$ cat src/rtl/riscv_definitions.sv
// Shared RV32I definitions: datapath widths and the writeback source
// encoding that the writeback arbiter uses as its priority state.
package riscv_definitions;

    localparam int DATA_WIDTH = 32;
    localparam int REG_ADDR   = 5;

    // The state names the source that wins the next contended cycle.
    // EXEC corresponds to PRI_S0 and LOAD corresponds to PRI_S1.
    typedef enum logic {
        WB_SRC_EXEC = 1'b0,
        WB_SRC_LOAD = 1'b1
    } wb_src_e;

endpackage

$ cat src/rtl/regfile_wb_arbiter.sv
// Writeback arbiter for the single register-file write port.
// Source 0 is the execute pipeline and source 1 is the load unit.
// Contention is resolved round-robin. The winning write is registered
// and driven straight into register_file. The same registered write is
// exposed to decode so it can stall or forward.
module regfile_wb_arbiter #(
    parameter int DATA_WIDTH = riscv_definitions::DATA_WIDTH,
    parameter int REG_ADDR   = riscv_definitions::REG_ADDR
) (
    input  logic                  i_clk,
    input  logic                  i_rst_n,
    input  logic                  i_clk_en,
    input  logic                  i_s0_valid,
    input  logic [REG_ADDR-1:0]   i_s0_addr,
    input  logic [DATA_WIDTH-1:0] i_s0_data,
    output logic                  o_s0_ready,
    input  logic                  i_s1_valid,
    input  logic [REG_ADDR-1:0]   i_s1_addr,
    input  logic [DATA_WIDTH-1:0] i_s1_data,
    output logic                  o_s1_ready,
    output logic                  o_wr_reg_en,
    output logic [REG_ADDR-1:0]   o_write_register_addr,
    output logic [DATA_WIDTH-1:0] o_write_data,
    output logic                  o_pend_valid,
    output logic [REG_ADDR-1:0]   o_pend_addr
);

    import riscv_definitions::*;

    wb_src_e               r_priState;
    wb_src_e               w_priNext;
    logic                  w_s0Ready;
    logic                  w_s1Ready;
    logic                  r_wrEn;
    logic [REG_ADDR-1:0]   r_wrAddr;
    logic [DATA_WIDTH-1:0] r_wrData;

    // Grant decision: a lone requester always wins, and the priority state breaks ties; nothing is granted while stalled or in reset.
    always_comb begin
        w_s0Ready = 1'b0;
        w_s1Ready = 1'b0;
        w_priNext = r_priState;
        if (i_rst_n && i_clk_en) begin
            if (i_s0_valid && (!i_s1_valid || r_priState == WB_SRC_EXEC)) begin
                w_s0Ready = 1'b1;
            end else if (i_s1_valid) begin
                w_s1Ready = 1'b1;
            end
        end
        if (w_s0Ready) begin
            w_priNext = WB_SRC_LOAD;
        end else if (w_s1Ready) begin
            w_priNext = WB_SRC_EXEC;
        end
    end

    // Priority register: it advances only on enabled edges, so a stall freezes the round-robin turn.
    always_ff @(posedge i_clk or negedge i_rst_n) begin
        if (!i_rst_n) begin
            r_priState <= WB_SRC_EXEC;
        end else if (i_clk_en) begin
            r_priState <= w_priNext;
        end
    end

    // Output stage: it captures the granted write, and x0 is captured with the enable low; when idle, only the enable drops.
    always_ff @(posedge i_clk or negedge i_rst_n) begin
        if (!i_rst_n) begin
            r_wrEn   <= 1'b0;
            r_wrAddr <= '0;
            r_wrData <= '0;
        end else if (i_clk_en) begin
            if (w_s0Ready) begin
                r_wrEn   <= (i_s0_addr != '0);
                r_wrAddr <= i_s0_addr;
                r_wrData <= i_s0_data;
            end else if (w_s1Ready) begin
                r_wrEn   <= (i_s1_addr != '0);
                r_wrAddr <= i_s1_addr;
                r_wrData <= i_s1_data;
            end else begin
                r_wrEn   <= 1'b0;
            end
        end
    end

    assign o_s0_ready            = w_s0Ready;
    assign o_s1_ready            = w_s1Ready;
    assign o_wr_reg_en           = r_wrEn;
    assign o_write_register_addr = r_wrAddr;
    assign o_write_data          = r_wrData;
    assign o_pend_valid          = r_wrEn;
    assign o_pend_addr           = r_wrAddr;

endmodule

$ cat config.mk
export PLATFORM = sky130hd
export DESIGN_NAME = regfile_wb_arbiter
export DESIGN_NICKNAME = d
export VERILOG_FILES = /design/src/rtl/riscv_definitions.sv /design/src/rtl/regfile_wb_arbiter.sv
export SDC_FILE = /design/constraint.sdc
export NUM_CORES = 1
export LEC_CHECK = 0
export ABC_CLOCK_PERIOD_IN_PS = 1700
export BUFFER_PORTS_ARGS = -buffer_cell sky130_fd_sc_hd__buf_2
export CORE_UTILIZATION = 40
export DETAILED_ROUTE_END_ITERATION = 7
export GPL_ROUTABILITY_DRIVEN = 1
export GPL_TIMING_DRIVEN = 1
export PLACE_DENSITY_LB_ADDON = 0.3
export SYNTH_ARGS = -nofsm -noshare
export SYNTH_HDL_FRONTEND = slang
export SYNTH_SLANG_ARGS = --single-unit
$ cat constraint.sdc
create_clock -name i_clk -period 1.7 [get_ports i_clk]
set_input_delay 0.17 -clock i_clk [delete_from_list [all_inputs] [get_ports i_clk]]
set_output_delay 0.17 -clock i_clk [all_outputs]
set_load 0.01 [all_outputs]
==> qor.yml <==
status:
  outcome: "finished, final reports clean"
synthesis:
  synth-seq-area-share_pct: 52.7
  yosysWarnings: 0
  ys_types: 20
  avgSynthCellArea_sq_um: 12.8
  netlist_area_sq_um: 1850
  syn_inst: 145
  synth.ff_latch_count: 39
  syn_nets: 224
drt:
  antenna_left: 0
  num_vias: 1690
  firstDrtPassIters: 4
  drt-total-wl_um: 4830
  vias_per_cell: 5.30
  drc: 0
  wl_per_cell_um: 15.1
  first_iter_violations: 70
timing:
  fin_setup_tns_ns: 0
  worst_pin_slew_ns: 0.759
  drv_slew: 0
  slew_headroom_pct: 49.2
  finalHoldViolCount: 0
  skew_ns: 0.00567
  period_needed_ns: 1.60
  clock.fmax_ghz: 0.627
  rsz0062_at_grt: "false"
  hold_slack_ns: 0.0429
  setup_viol: 0
  fin_ws_ns: 0.104
  period_share_pct: 93.9
floorplan:
  io_pins: 125
  core_area_sq_um: 4410
  die_h_um: 70.1
  die_area_sq_um: 4910
  die_width_um: 70.1
  num_rows: 24
  initial_core_util_pct: 42.0
layout:
  layout_commonest_cell: "buf_2"
  syn_to_final_growth_pct: 38.4
  final_cell_mix: "124 x buf_2, 39 x dfrtp_1, 37 x a221o_1"
  design_area_sq_um: 2560
  nFillCells: 374
  drive_gt1_share_pct: 53.6
  final_util_pct: 58.1
  num_antenna_cells: 0
  nets: 345
critical_path:
  crit_path_end_kind: "primary output"
  rr_endpoint: "o_write_data[24]"
  critPathRequiredTime_ns: 1.53
  ff2ff_path_depth: 3
  crit_type: "reg2out"
  startpoint_type: "flip-flop"
  worstSetupStartpoint: "r_priState"
  cp_slowest_cell: "dfrtp_1"
  r2r_start: "r_priState"
  arrival_ns: 1.43
  crit_end: "o_s0_ready"
  cp_max_fo: 20
  max_stage_delay_ns: 0.43
  crit_chain: "a21oi_4 > buf_12 > buf_2"
  ff2ff_setup_slack_ns: 0.41
clock_network:
  post_cts_buffers: 0
  hold_buffers: 1
  htreeDepth: 2
  post_cts_resized: 0
  cts_tree: "done"
  clock_path_buffers: 2
  clkSinkCount: 39
  cts-root-buf: "clkbuf_8"
  clkLatencyLatePin_ns: 0.29
  cts_buffers: 5
  clk_pin_slew_ns: 0.07
placement:
  dp_hpwl_um: 3500
  portBuffers: 124
  place_area_sq_um: 2450
  place_congestion: 0.800
  place_ws_ns: 0.299
global_routing:
  grt_pass1_wl_um: 7750
  grt_overflow: 0
  grt_pass1_vias: 1687
  antenna_found_initial: 0
  grtUsageTotal_pct: 20.2
  grt_max_degree: 37
power_and_ir_drop:
  ir_drop_mv: 0.669
  p_leak_nw: 1.34
  power_density_nw_per_um2: 1030
job:
  drv_cap: 0
hold_path:
  hp-class: "in2async"
worst max-delay path: cells and delay by family (launching register included):
kind	cells	cell delay, ns
buffers and inverters	2	0.35
AO/OA/AOI/OAI	1	0.36
flip-flops	1	0.43
sequential cells by signal (all words and copies together) (netlist names):
name / flops
o_pend_valid: 1
o_pend_addr: 5
r_priState: 1
o_write_data: 32
how the worst min path moves through the flow:
stage,to,slack (ns),cells past startpoint
2_1_floorplan,o_pend_addr[0],-0.13,0
3_3_place_gp,o_pend_addr[0],0.03,1
3_5_place_dp,r_priState,0.03,1
4_1_cts,o_pend_valid,0.05,2
5_1_grt,o_write_data[26],0.09,2
6_report,o_pend_addr[4],0.04,2
Yosys cell counts (all sizes together):
cell,number,area [sq um]
a21o,1,7.51
a21oi,2,17.5
a221o,37,370
and2,36,225
and2b,1,7.51
buf,17,158
dfrtp,39,976
inv,1,3.75
mux2,2,26.3
nand2,2,7.51
nand3,2,15.0
nor2,2,7.51
nor3,2,10.0
o211ai,1,21.3
power by group:
group          internal, W  switching, W  leakage, nW
Combinational     0.000406      0.000358        0.809
Clock             0.000370      0.000315       0.0515
Sequential         0.00110     0.0000948        0.484
Total              0.00188      0.000768         1.34
stage by stage:
| step | total power, W | std cells |
|---|---|---|
| final | 0.00265 | 319 |
| after global routing | 0.00279 | 319 |
| after CTS | 0.00267 | 319 |
| after detailed placement | 0.00198 | 310 |
| after global placement | 0.00196 | 310 |
| after floorplan | 0.00164 | 145 |
cell type report:
class / instances / area, sq um / area share, %
timing repair buffer: 131 / 688 / 26.8
inverter: 1 / 3.75 / 0.146
multi-input combinational: 88 / 731 / 28.5
sequential: 39 / 976 / 38.1
tap: 52 / 65.1 / 2.54
clock buffer: 8 / 100 / 3.90
per-layer routing:
layer	share of wire, %	vias to the layer above	global-route usage, %
met3	5.9	5	4.62
met1	41	831	25.1
met5	0	-	0
met4	1.1	0	7.78
met2	52	71	34.2
li1	-	783	-
kinds of logic after synthesis:
logic type      count (synthesis)  share of synthesized area [%]
compound gates                 41                           22.5
flops                          39                           52.7
mux                             2                           1.42
buf+inv                        18                           8.71
simple gates                   45                           14.7
Power figures use the tool's default switching activity.
